[src/rtl/pkfb_push_arbiter.sv]
// Four-requester round-robin arbiter feeding the ASSP packet FIFO push port.
// Whole packets are granted; length overrun and FIFO overflow divert the rest of the packet to a drain.
//
//   state    | meaning
//   ---------+----------------------------------------------------------
//   ST_IDLE  | no owner, arbitrating among pending requesters
//   ST_XFER  | owner's words accepted and pushed one cycle later
//   ST_DRAIN | owner's words accepted and discarded until Req_Last
module pkfb_push_arbiter #(
   parameter int MAX_WORDS = 256
) (
   input  logic         Sys_PKfb_Clk,
   input  logic         Sys_PKfb_Rst_n,
   input  logic [3:0]   Req_Valid,
   input  logic [127:0] Req_Data,
   input  logic [3:0]   Req_Last,
   output logic [3:0]   Req_Ready,
   output logic [31:0]  FB_PKfbData,
   output logic [3:0]   FB_PKfbPush,
   output logic         FB_PKfbSOF,
   output logic         FB_PKfbEOF,
   input  logic         FB_PKfbOverflow,
   input  logic         Sts_Clr,
   output logic [3:0]   Ovf_Sticky,
   output logic [3:0]   Len_Err,
   output logic [3:0]   Grant
);

   localparam int CW = $clog2(MAX_WORDS + 1);

   typedef enum logic [1:0] {
      ST_IDLE  = 2'd0,
      ST_XFER  = 2'd1,
      ST_DRAIN = 2'd2
   } state_t;

   state_t        state_q, state_d;
   logic [3:0]    grant_q, grant_d;
   logic [1:0]    rr_q, rr_d;
   logic [CW-1:0] cnt_q, cnt_d;
   logic [31:0]   data_q, data_d;
   logic [3:0]    push_q, push_d;
   logic          sof_q, sof_d;
   logic          eof_q, eof_d;
   logic [3:0]    ovf_q, ovf_d;
   logic [3:0]    len_q, len_d;

   logic [1:0]    owner;
   logic [1:0]    cand;
   logic [1:0]    pick_idx;
   logic          pick_found;
   logic          accept;
   logic          sel_last;
   logic [31:0]   sel_data;
   logic          at_max;
   logic [3:0]    ovf_set;
   logic [3:0]    len_set;

   always_comb begin
      owner = '0;
      for (int i = 0; i < 4; i++) begin
         if (grant_q[i]) owner = 2'(i);
      end
   end

   // rr_q holds the first requester to consider, i.e. one past the last owner
   always_comb begin
      pick_found = 1'b0;
      pick_idx   = rr_q;
      cand       = '0;
      for (int k = 0; k < 4; k++) begin
         cand = rr_q + 2'(k);
         if (!pick_found && Req_Valid[cand]) begin
            pick_found = 1'b1;
            pick_idx   = cand;
         end
      end
   end

   assign accept   = |(Req_Valid & grant_q);
   assign sel_last = Req_Last[owner];
   assign sel_data = Req_Data[{owner, 5'd0} +: 32];
   assign at_max   = (cnt_q == CW'(MAX_WORDS - 1));

   assign Req_Ready = (state_q == ST_IDLE) ? 4'b0000 : grant_q;

   always_comb begin
      state_d = state_q;
      grant_d = grant_q;
      rr_d    = rr_q;
      cnt_d   = cnt_q;
      data_d  = data_q;
      push_d  = 4'b0000;
      sof_d   = 1'b0;
      eof_d   = 1'b0;
      ovf_set = 4'b0000;
      len_set = 4'b0000;

      case (state_q)
         ST_IDLE: begin
            if (pick_found) begin
               grant_d = 4'b0001 << pick_idx;
               cnt_d   = '0;
               state_d = ST_XFER;
            end
         end

         ST_XFER: begin
            if (FB_PKfbOverflow) begin
               // a word accepted alongside the overflow is dropped, not pushed
               ovf_set = grant_q;
               if (accept && sel_last) begin
                  state_d = ST_IDLE;
                  grant_d = 4'b0000;
                  rr_d    = owner + 2'd1;
               end else begin
                  state_d = ST_DRAIN;
               end
            end else if (accept) begin
               cnt_d  = cnt_q + 1'b1;
               push_d = grant_q;
               data_d = sel_data;
               sof_d  = (cnt_q == '0);
               eof_d  = sel_last | at_max;
               if (sel_last) begin
                  state_d = ST_IDLE;
                  grant_d = 4'b0000;
                  rr_d    = owner + 2'd1;
               end else if (at_max) begin
                  len_set = grant_q;
                  state_d = ST_DRAIN;
               end
            end
         end

         ST_DRAIN: begin
            if (accept && sel_last) begin
               state_d = ST_IDLE;
               grant_d = 4'b0000;
               rr_d    = owner + 2'd1;
            end
         end

         default: begin
            state_d = ST_IDLE;
            grant_d = 4'b0000;
         end
      endcase

      ovf_d = (Sts_Clr ? 4'b0000 : ovf_q) | ovf_set;
      len_d = (Sts_Clr ? 4'b0000 : len_q) | len_set;
   end

   always_ff @(posedge Sys_PKfb_Clk or negedge Sys_PKfb_Rst_n) begin
      if (!Sys_PKfb_Rst_n) begin
         state_q <= ST_IDLE;
         grant_q <= 4'b0000;
         rr_q    <= 2'd0;
         cnt_q   <= '0;
         data_q  <= 32'd0;
         push_q  <= 4'b0000;
         sof_q   <= 1'b0;
         eof_q   <= 1'b0;
         ovf_q   <= 4'b0000;
         len_q   <= 4'b0000;
      end else begin
         state_q <= state_d;
         grant_q <= grant_d;
         rr_q    <= rr_d;
         cnt_q   <= cnt_d;
         data_q  <= data_d;
         push_q  <= push_d;
         sof_q   <= sof_d;
         eof_q   <= eof_d;
         ovf_q   <= ovf_d;
         len_q   <= len_d;
      end
   end

   assign Grant       = grant_q;
   assign FB_PKfbData = data_q;
   assign FB_PKfbPush = push_q;
   assign FB_PKfbSOF  = sof_q;
   assign FB_PKfbEOF  = eof_q;
   assign Ovf_Sticky  = ovf_q;
   assign Len_Err     = len_q;

endmodule

[config.mk]
export PLATFORM = sky130hd
export DESIGN_NAME = pkfb_push_arbiter
export DESIGN_NICKNAME = d
export VERILOG_FILES = /design/src/rtl/pkfb_push_arbiter.sv
export SDC_FILE = /design/constraint.sdc
export NUM_CORES = 1
export LEC_CHECK = 0
export BUFFER_PORTS_ARGS = -buffer_cell sky130_fd_sc_hd__buf_2
export CELL_PAD_IN_SITES_DETAIL_PLACEMENT = 0
export CELL_PAD_IN_SITES_GLOBAL_PLACEMENT = 2
export CORE_MARGIN = 4
export CORE_UTILIZATION = 25
export CTS_BUF_LIST = sky130_fd_sc_hd__clkbuf_16
export CTS_CLUSTER_SIZE = 28
export DETAILED_ROUTE_END_ITERATION = 10
export GPL_TIMING_DRIVEN = 0
export PLACE_DENSITY_LB_ADDON = 0.2
export SYNTH_ARGS = -nofsm -noshare
export SYNTH_HDL_FRONTEND = slang
export SYNTH_SLANG_ARGS = --single-unit
[constraint.sdc]
create_clock -name Sys_PKfb_Clk -period 2.4 [get_ports Sys_PKfb_Clk]
set_clock_uncertainty 0.2 [all_clocks]
set_input_delay 0.24 -clock Sys_PKfb_Clk [delete_from_list [all_inputs] [get_ports Sys_PKfb_Clk]]
set_output_delay 0.24 -clock Sys_PKfb_Clk [all_outputs]
set_load 0.05 [all_outputs]
==> results.md, run 1 <==
* Status: finished clean
* Hold Crit Depth at 3
* # fillers at 1546
* Area growth from synthesis to layout at 43.3%
* Total GRT Usage at 16.1%
* Syn Nets at 548
* Layout cell share with drive strength beyond 1 at 37.5%
* Row cnt at 44
* Mux contribution to synthesized area at 18.2%
* Peak supply drop at 0.000362 V
* CP Capture Type: register
* Tcrit/Tclk final at 95.8%
* Total Wirelength at 13.2 mm
* P_leak at 2.55 nW
* Maxcap violations at 0
* Remaining Overflow, GRT at 0
* Seq/Total Area, Yosys at 42.8%
* Diode count at 0
* Area occupied by registers at 0.00158 mm^2
* Yosys warning total at 0
* Nets at 756
* DP HPWL at 10.3 mm
* Yosys reg bits at 63
* Post-synthesis adder-cell area fraction at 1.02%
* Number of global-route vias before repair at 3905
* EDFF count, synth at 0
* R2r setup slk at 100 ps
* Clock sink count at 63
* Crit Path Class: register to register
* Simple-gate area share of the yosys netlist at 13.6%
* Core area at 0.0145 mm^2
* Compound-gate portion of the synthesized area at 18.2%
* Vias per cell at 4.60
* R2R cell count at 7
* Skew-Pair Late Insertion Delay at 330 ps
* Yosys cell types at 46
* Synth Cell Area at 0.00368 mm^2
* Slowest CP cell: or4_4
* Final worst setup slack at 102 ps
* I/O Pins at 194
* Worst slew pin tran at 854 ps
* Die area at 0.0167 mm^2
* Pre-CTS setup slack at -427 ps
* First drt pass iteration count at 5
* Post-synthesis area per instance at 9.10 um^2
* Highest-count cells in the layout ignoring fill and taps: buf_2, nand2_1, o21ai_0, mux2i_1, dfrtp_1
* Hold Crit Start: Req_Data[99]
* CP Launch Point: state_q[1]
* Final hold slack at 7.73 ps
* Setup violations, final at 0
* CTS tree: yes
* RSZ-0062 raised after global routing: false
* Area of the multi-input gates at 0.00195 mm^2
* Setup_tns at 0 ps
* FMAX at 435 MHz
* R2r startpoint: state_q[1]
* Port bufs at 191
* Final core occ at 36.5%
* DRC errors left at 0
* R2R Path End: cnt_q[6]
* Worst slew margin at 43.1%
* Most common cell after layout, fill and taps aside: buf_2
* CTS root buf: clkbuf_16
* Largest family of logic cells by synthesized area: multiplexers
* Final GP Congestion at 0.772
* CP dominant cell by count: buf_6
* Initial antenna violation count at 3
* Max Slew Vio Count at 0
* Power per cell area at 1130 mW/mm^2
* Worst Path Required at 2450 ps
* Worst Path Arrival at 2350 ps
* Ys async rst share at 100%
* Die Ht at 129 um
* Die W at 129 um
* Max incr delay on CP at 510 ps
* DRT iter0 DRCs at 133
* CTS Buf Count at 9
* Hold Path Sink: FB_PKfbData[3]
* Routed len/inst at 16.4 um
* Via Count at 3686
* Starting density of the core at 25.4%
* Cells after Synth at 405
* Final worst path period need at 2300 ps
* Hold Vio Cnt, Final at 0
* First-pass GRT wire length at 21.0 mm
* Main synth FF type: dfrtp_1
* Worst-path cell chain: buf_6 > or3b_1 > buf_4 > a21o_1 > buf_6 > or4_4 > a21oi_2
* Hold crit path type: input port to register
* DRT antenna net count at 0
* XOR/XNOR Fraction of Synth Area at 1.19%
* Htree depth at 3
* Largest net degree at the start of global routing at 64
* Clock Path Buffers at 2
* CP max FO at 10
* Clock transition at path regs at 60 ps
* Crit path launch type: register
[how the worst max path moves through the flow]
stage | end | slack, ps | cells after the start
detailed placement | cnt_q[8] | -430 | 7
floorplan | Req_Ready[3] | 0.2 | 3
global route | Req_Ready[3] | 10 | 4
CTS | FB_PKfbData[30] | 5 | 6
finish | cnt_q[6] | 100 | 7
global placement | cnt_q[8] | -440 | 7
[state kept, by name, indices dropped and copies added, names as in the netlist]
signal and count:
FB_PKfbPush 4, Grant 4, FB_PKfbData 32, FB_PKfbSOF 1
cnt_q 9, FB_PKfbEOF 1, rr_q 2, state_q 2
Ovf_Sticky 4, Len_Err 4
[synth_stat cells, drive strengths merged, types with 2 or more instances]
master / instances / area [um^2]
xnor2: 4 / 35.0
and3: 2 / 12.5
inv: 11 / 41.3
nor3b: 3 / 22.5
o22ai: 2 / 12.5
nand2: 70 / 263
mux2i: 66 / 661
dfrtp: 63 / 1580
clkbuf: 23 / 86.3
nor2: 13 / 48.8
a22o: 9 / 78.8
o31ai: 2 / 15.0
nor2b: 6 / 37.5
nand3: 7 / 35.0
a32o: 4 / 40.0
o21ai: 70 / 350
ha: 3 / 37.5
a2111oi: 2 / 17.5
and2: 3 / 18.8
buf: 9 / 57.6
nor4: 2 / 12.5
a211oi: 3 / 22.5
a22oi: 2 / 15.0
a21oi: 7 / 35.0
[worst max-delay path, delay by kind of cell (launching register included)]
family	cells	cell delay, ps
flops	1	370
compound gates	2	320
buf+inv	3	450
simple gates	2	880
[layout make-up]
| cell class | count | share of cell area [%] |
|---|---|---|
| Multi-Input combinational cell | 299 | 36.9 |
| Sequential cell | 63 | 29.9 |
| Timing Repair Buffer | 200 | 19.7 |
| Tap cell | 184 | 4.36 |
| Clock buffer | 9 | 4.27 |
| Buffer | 29 | 2.89 |
| Clock inverter | 7 | 1.23 |
| Inverter | 11 | 0.782 |
[report_power, final]
group | total [mW] | internal, mW | switching (mW)
clock network | 1.27 | 0.794 | 0.477
registers | 1.59 | 1.38 | 0.216
logic | 3.12 | 0.945 | 2.17
total | 5.98 | 3.12 | 2.86
[cells by family (layout without fill, tap and decap cells)]
family                     count (synthesis)  after routing
AOI/OAI and AO/OA                        111            111
adders and majority gates                  3              3
DFF                                       63             63
buffers and inverters                     43            256
xor gates and xnor gates                   5              5
muxes                                     67             67
and+or+nand+nor                          113            113
[layer usage]
layer  vias to the layer above  global-route usage (%)  routed length [um]  part of all wire, %
met5                         -                       0                  40                 0.30
met4                         6                    4.01                 129                 0.98
met3                        17                    5.94                1000                  7.6
met2                       114                    26.7                6550                   50
met1                      1699                    19.8                5440                   41
li1                       1850                       -                   -                    -
[stage by stage]
| step | cells | total power [mW] | cell area (um^2) |
|---|---|---|---|
| 6_report | 802 | 5.98 | 5280 |
| 5_1_grt | 802 | 6.42 | 5280 |
| 3_3_place_gp | 780 | 4.70 | 4870 |
| 3_5_place_dp | 780 | 4.73 | 4870 |
| 2_1_floorplan | 405 | 3.81 | 3680 |
| 4_1_cts | 800 | 6.06 | 5240 |
[repair_timing]
action                     4_1_cts  5_1_grt
pin swaps                        0        1
setup endpoints to repair       49       40
gates cloned                     0        0
buffers inserted                 1        3
hold endpoints to repair        67        0
hold buffers                     5        0
resized for setup                9       18
(Power assumes the default switching activity.)
==> run 2, diff against run 1 <==
Settings changed: PLACE_DENSITY_LB_ADDON 0.2 to 0.15.
==> results.md, run 2 (synthesis gave the netlist of run 1 again) <==
* CP Buf/Inv Count at 3 (unchanged)
* CTS root buf: clkbuf_16 (unchanged)
* Max incr delay on CP at 510 ps (about the same)
* Number of global-route vias before repair at 3837 (was 3905)
* Hold Crit Start: Req_Data[113] (was Req_Data[99])
* Skew-Pair Late Insertion Delay at 330 ps (about the same)
* Layout cell share with drive strength beyond 1 at 36.9% (was 37.5%)
* Die Ht at 129 um (unchanged)
* DP HPWL at 10.2 mm (was 10.3 mm)
* Final worst setup slack at 97.0 ps (was 102 ps)
* Clock transition at path regs at 50 ps (was 60 ps)
* Routed len/inst at 16.1 um (was 16.4 um)
* Hold Path Sink: FB_PKfbData[17] (was FB_PKfbData[3])
* Tcrit/Tclk final at 96.0% (was 95.8%)
* Peak supply drop at 0.000369 V (was 0.000362 V)
* R2R cell count at 7 (unchanged)
* DRT antenna net count at 0 (unchanged)
* Total Wirelength at 13.0 mm (was 13.2 mm)
* P_leak at 2.58 nW (was 2.55 nW)
* Top Layer Used: met4 (was met5)
* Highest-count cells in the layout ignoring fill and taps: buf_2, nand2_1, o21ai_0, mux2i_1, dfrtp_1 (unchanged)
* Final worst path period need at 2300 ps (about the same)
* Worst Path Required at 2460 ps (was 2450 ps)
* Row cnt at 44 (unchanged)
* First-pass GRT wire length at 20.4 mm (was 21.0 mm)
* Setup violations, final at 0 (unchanged)
* R2r startpoint: state_q[1] (unchanged)
* CP max FO at 10 (unchanged)
* Die W at 129 um (unchanged)
* Final hold slack at 1.83 ps (was 7.73 ps)
* Delay-heaviest family, CP: simple AND/OR/NAND/NOR gates (unchanged)
* Worst slew margin at 44.3% (was 43.1%)
* Initial antenna violation count at 0 (was 3)
* Maxcap violations at 0 (unchanged)
* CP dominant cell by count: buf_6 (unchanged)
* WL met3 at 1.16 mm (was 1.00 mm)
* DRT iter0 DRCs at 167 (was 133)
* Area occupied by registers at 0.00158 mm^2 (unchanged)
* Nets at 760 (was 756)
* Status: finished clean (unchanged)
* Core area at 0.0145 mm^2 (unchanged)
* I/O Pins at 194 (unchanged)
* Clock Path Buffers at 2 (unchanged)
* First drt pass iteration count at 4 (was 5)
* Remaining Overflow, GRT at 0 (unchanged)
* Die area at 0.0167 mm^2 (unchanged)
* Max Slew Vio Count at 0 (unchanged)
* Hold Crit Depth at 3 (unchanged)
* Power per cell area at 1110 mW/mm^2 (was 1130 mW/mm^2)
* DRC errors left at 0 (unchanged)
* Total GRT Usage at 15.7% (was 16.1%)
* Via Count at 3758 (was 3686)
* FMAX at 434 MHz (was 435 MHz)
* Hold Vio Cnt, Final at 0 (unchanged)
* Vias per cell at 4.66 (was 4.60)
* Starting density of the core at 25.4% (unchanged)
* Hold crit path type: input port to register (unchanged)
* Worst slew pin tran at 836 ps (was 854 ps)
* Final GP Congestion at 0.812 (was 0.772)
* Met2 wire len at 6.39 mm (was 6.55 mm)
* CTS Buf Count at 9 (unchanged)
* Port bufs at 191 (unchanged)
* Most common cell after layout, fill and taps aside: buf_2 (unchanged)
* R2R Path End: cnt_q[6] (unchanged)
* Area growth from synthesis to layout at 44.4% (was 43.3%)
* Slowest CP cell: or4_4 (unchanged)
* Number of flip-flops in the largest register at 32 (unchanged)
* RSZ-0062 raised after global routing: false (unchanged)
* # fillers at 1538 (was 1546)
* Area of the multi-input gates at 0.00195 mm^2 (unchanged)
* R2r setup slk at 100 ps (about the same)
* CTS tree: yes (unchanged)
* Largest net degree at the start of global routing at 64 (unchanged)
* CP Capture Type: register (unchanged)
* Worst-path cell chain: buf_6 > or3b_1 > buf_2 > a21o_1 > buf_6 > or4_4 > a21oi_2 (was buf_6 > or3b_1 > buf_4 > a21o_1 > buf_6 > or4_4 > a21oi_2)
* M1 WL at 5.24 mm (was 5.44 mm)
* Clock sink count at 63 (unchanged)
* Worst Path Arrival at 2360 ps (was 2350 ps)
* Crit Path Class: register to register (unchanged)
* Crit path launch type: register (unchanged)
* Htree depth at 3 (unchanged)
* Pre-CTS setup slack at -319 ps (was -427 ps)
* Setup bufs post-CTS at 0 (was 1)
-- run 2: cell count changes in the layout (fill, tap and decap cells not counted) --
| cell | change |
|---|---|
| buf_4 | -5 |
| clkinv_4 | -1 |
| clkinv_2 | +4 |
| clkinvlp_4 | -2 |
| dlygate4sd3_1 | +8 |
| clkinv_1 | -2 |
| clkbuf_4 | +1 |
| diode_2 | +1 |
-- run 2: what timing repair did --
action,4_1_cts,5_1_grt
setup endpoints to repair,49,36
hold buffers,13,0
resized for setup,10,16
hold endpoints to repair,75,0
-- run 2: routing by layer --
metal / global-route usage [%] / up-vias
met2: 25.5 / 121
met5: 0 / -
met3: 5.48 / 15
met1: 19.7 / 1761
met4: 4.69 / 0
li1: - / 1861
-- run 2: final cells by class --
type | count | area share [%]
Inverter | 11 | 0.776
Tap cell | 184 | 4.33
Antenna cell | 1 | 0.0470
Sequential cell | 63 | 29.6
Clock inverter | 6 | 1.01
Clock buffer | 9 | 4.23
Timing Repair Buffer | 204 | 20.5
Multi-Input combinational cell | 299 | 36.6
Buffer | 29 | 2.87
-- run 2: report_power, final --
part           internal [mW]  leakage [nW]  switching, mW  total [mW]
Clock                  0.785         0.146          0.464        1.25
Sequential              1.38         0.826          0.212        1.59
Combinational          0.936          1.60           2.14        3.07
Total                   3.10          2.58           2.82        5.91
-- run 2: worst reg2reg max path, delay by kind of cell (launching register included) --
| family | cells | cell delay, ps |
|---|---|---|
| compound gates | 2 | 340 |
| buf+inv | 3 | 460 |
| flops | 1 | 370 |
| simple gates | 2 | 860 |
-- run 2: metrics by stage --
stage / std cells / cell area [um^2] / total power, mW / util [%] / setup TNS [ps]
CTS: 806 / 5300 / 6.02 / 36.6 / 0
global route: 805 / 5320 / 6.36 / 36.7 / 0
floorplan: 405 / 3680 / 3.81 / - / 0
finish: 806 / 5320 / 5.91 / 36.7 / 0
global placement: 780 / 4870 / 4.69 / 33.6 / -10430
detailed placement: 780 / 4870 / 4.71 / 33.7 / -9610
-- run 2: how the worst max path moves through the flow --
stage | from | to | cells past startpoint
final | state_q[1] | cnt_q[6] | 7
after global routing | Grant[3] | cnt_q[8] | 7
after CTS | Grant[3] | FB_PKfbData[29] | 6
after detailed placement | Grant[2] | Len_Err[0] | 6
after global placement | Grant[2] | cnt_q[8] | 7
after floorplan | Grant[3] | Req_Ready[3] | 3
==> run 3, diff against run 2 <==
Settings changed: ABC_AREA set to 1.
==> results.md, run 3 <==
* P_leak at 2.87 nW (was 2.58 nW)
* Setup violations, final at 0 (unchanged)
* Remaining Overflow, GRT at 0 (unchanged)
* Clock power frac at 20.6% (was 21.1%)
* Pre-CTS setup slack at 156 ps (was -319 ps)
* Highest-count cells in the layout ignoring fill and taps: buf_2, nand2_1, dfrtp_1, o22ai_1, o32ai_1 (was buf_2, nand2_1, o21ai_0, mux2i_1, dfrtp_1)
* Worst slew pin tran at 835 ps (was 836 ps)
* Tcrit/Tclk final at 91.3% (was 96.0%)
* EDFF count, synth at 0 (unchanged)
* Starting density of the core at 25.8% (was 25.4%)
* Area of the multi-input gates at 0.00200 mm^2 (was 0.00195 mm^2)
* Final GP Congestion at 0.811 (was 0.812)
* Layout cell share with drive strength beyond 1 at 38.8% (was 36.9%)
* Worst Path Required at 2420 ps (was 2460 ps)
* Post-synthesis area per instance at 8.48 um^2 (was 9.10 um^2)
* Ys async rst share at 100% (unchanged)
* Power per cell area at 1230 mW/mm^2 (was 1110 mW/mm^2)
* Synth top area cells: dfrtp_1, nand2_1, o32ai_1 (was dfrtp_1, mux2i_1, o21ai_0)
* DRT antenna net count at 0 (unchanged)
* Die Ht at 134 um (was 129 um)
* Hold Vio Cnt, Final at 0 (unchanged)
* Delay-heaviest family, CP: compound AO/OA/AOI/OAI gates (was simple AND/OR/NAND/NOR gates)
* Cells after Synth at 467 (was 405)
* Top cells by count, synth: nand2_1, dfrtp_1, o22ai_1 (was nand2_1, o21ai_0, mux2i_1)
* Clock transition at path regs at 60 ps (was 50 ps)
* Maxcap violations at 0 (unchanged)
* First-pass GRT wire length at 24.1 mm (was 20.4 mm)
* Internal Power at 3.37 mW (was 3.10 mW)
* Die W at 134 um (was 129 um)
* CP dominant cell by count: nand2_1 (was buf_6)
* CP Buf/Inv Count at 3 (unchanged)
* Port bufs at 192 (was 191)
* Switching power at 3.43 mW (was 2.82 mW)
* Max incr delay on CP at 360 ps (was 510 ps)
* CTS root buf: clkbuf_16 (unchanged)
* Switching part of the total power at 50.4% (was 47.6%)
* Yosys top cell by area: dfrtp_1 (unchanged)
* Initial antenna violation count at 0 (unchanged)
* Comb pwr share at 56.4% (was 52.0%)
* RSZ-0062 raised after global routing: false (unchanged)
* Crit Path Class: register to register (unchanged)
* Crit path launch type: register (unchanged)
* Via Count at 4255 (was 3758)
* DP HPWL at 12.1 mm (was 10.2 mm)
* Yosys top cell area share at 39.8% (was 42.8%)
* Core area at 0.0154 mm^2 (was 0.0145 mm^2)
* Final worst path period need at 2190 ps (was 2300 ps)
* Setup bufs post-CTS at 0 (unchanged)
* DRT iter0 DRCs at 182 (was 167)
* Nets at 814 (was 760)
* Hold crit path type: input port to register (unchanged)
* Diode count at 0 (was 1)
* Most common cell after layout, fill and taps aside: buf_2 (unchanged)
* Area growth from synthesis to layout at 39.2% (was 44.4%)
* Setup_tns at 0 ps (unchanged)
* Final worst setup slack at 209 ps (was 97.0 ps)
* Yosys warning total at 0 (unchanged)
* Status: finished clean (unchanged)
* # fillers at 1670 (was 1538)
* Sequential power share at 23.1% (was 26.9%)
* Row cnt at 45 (was 44)
* FMAX at 456 MHz (was 434 MHz)
* Skew-Pair Late Insertion Delay at 330 ps (about the same)
* Vias per cell at 4.80 (was 4.66)
* CTS Buf Count at 9 (unchanged)
* Max Slew Vio Count at 0 (unchanged)
* First drt pass iteration count at 4 (unchanged)
* I/O Pins at 194 (unchanged)
* Number of global-route vias before repair at 4399 (was 3837)
* Largest net degree at the start of global routing at 64 (unchanged)
* CP Capture Type: register (unchanged)
* Routed len/inst at 17.4 um (was 16.1 um)
* CP max FO at 10 (unchanged)
* Slowest CP cell: dfrtp_1 (was or4_4)
* CTS tree: yes (unchanged)
* Yosys cell types at 41 (was 46)
* Total GRT Usage at 17.0% (was 15.7%)
* Synth Cell Area at 0.00396 mm^2 (was 0.00368 mm^2)
* DRC errors left at 0 (unchanged)
* Clock sink count at 63 (unchanged)
* Syn Nets at 610 (was 548)
* Main synth FF type: dfrtp_1 (unchanged)
* Worst-path cell chain: buf_4 > inv_4 > o21ai_4 > nand2_1 > o211ai_1 > nand2_1 > o21ai_2 > inv_2 > nand2_1 > nand2_1 (was buf_6 > or3b_1 > buf_2 > a21o_1 > buf_6 > or4_4 > a21oi_2)
* Count leader, synth: nand2_1
* Number of flip-flops in the largest register at 32 (unchanged)
* Clock Path Buffers at 2 (unchanged)
* Seq/Total Area, Yosys at 39.8% (was 42.8%)
* Die area at 0.0179 mm^2 (was 0.0167 mm^2)
* Yosys reg bits at 63 (unchanged)
* Area occupied by registers at 0.00158 mm^2 (unchanged)
* Worst slew margin at 44.3% (about the same)
* Total Wirelength at 15.4 mm (was 13.0 mm)
* Peak supply drop at 0.000397 V (was 0.000369 V)
* Worst Path Arrival at 2210 ps (was 2360 ps)
* Htree depth at 3 (unchanged)
[run 3: cell count changes after synthesis, moves of 10 or more]
cell and delta:
o32ai_1 +36, o21ai_0 -66, inv_2 +12, o22ai_1 +35, a21o_1 +31, mux2i_1 -66
nand2_1 +18, a211oi_1 +29, inv_1 +23, nand2_2 +10
[run 3: repair_timing]
action | CTS | global route
setup endpoints to repair | 0 | 1
hold endpoints to repair | 63 | 0
hold buffers | 1 | 0
resized for setup | 0 | 2
[run 3: cell families (layout without fill, tap and decap cells)]
family | Yosys count | count (layout) | share of synthesized area (%)
flops | 63 | 63 | 39.8
compound gates | 163 | 163 | 30.5
xor+xnor | 2 | 2 | 0.443
fa+ha+maj | 3 | 3 | 0.948
buf+inv | 79 | 288 | 9.58
simple gates | 157 | 157 | 18.7
[run 3: worst paths after layout]
path                                 from               to  slack, ps  cells after the start
max reg2reg                      Grant[1]         Grant[1]        210                     10
max in group asynchronous  Sys_PKfb_Rst_n         Grant[2]       1100                      2
min in group asynchronous  Sys_PKfb_Rst_n    Ovf_Sticky[3]        340                      2
max                              Grant[1]         Grant[1]        210                     10
min                         Req_Data[124]  FB_PKfbData[28]        140                      4
min reg2reg                FB_PKfbData[0]   FB_PKfbData[0]        270                      1
[run 3: power groups by stage]
stage          clock network [mW]  registers (mW)  logic [mW]
2_1_floorplan                   0            2.53        1.86
3_3_place_gp                    0            1.58        3.87
3_5_place_dp                    0            1.59        3.87
4_1_cts                      1.44            1.57        3.88
5_1_grt                      1.49            1.60        4.18
6_report                     1.40            1.57        3.83
[run 3: layer usage]
layer / routed length [um] / up-vias / track usage [%]
met5: 0 / - / 0
met4: 324 / 0 / 6.17
met3: 1020 / 20 / 3.53
met2: 7270 / 138 / 28.1
met1: 6840 / 1995 / 22.1
li1: - / 2102 / -
[run 3: through the flow]
step | hold slack (ps) | power, mW | util, % | instances | area [um^2]
global placement | 254 | 5.45 | 33.7 | 870 | 5180
global route | 162 | 7.27 | 35.9 | 887 | 5510
floorplan | -256 | 4.40 | - | 467 | 3960
finish | 138 | 6.80 | 35.9 | 887 | 5510
detailed placement | 206 | 5.46 | 33.7 | 870 | 5190
CTS | 134 | 6.89 | 35.8 | 887 | 5510
[run 3: cell type report]
cell class | instances | share of cell area, %
multi-input cells | 325 | 36.3
inverters | 48 | 3.36
repair buffers | 193 | 17.7
clock inverters | 7 | 1.61
clock buffers | 9 | 4.09
flip-flops and latches | 63 | 28.6
plain buffers | 31 | 3.54
well taps | 211 | 4.79
[run 3: tightest hold or removal path, cell delays in order]
cell and delay (ps):
buf_2 80, o32ai_1 50, a211oi_1 170, a21o_1 100
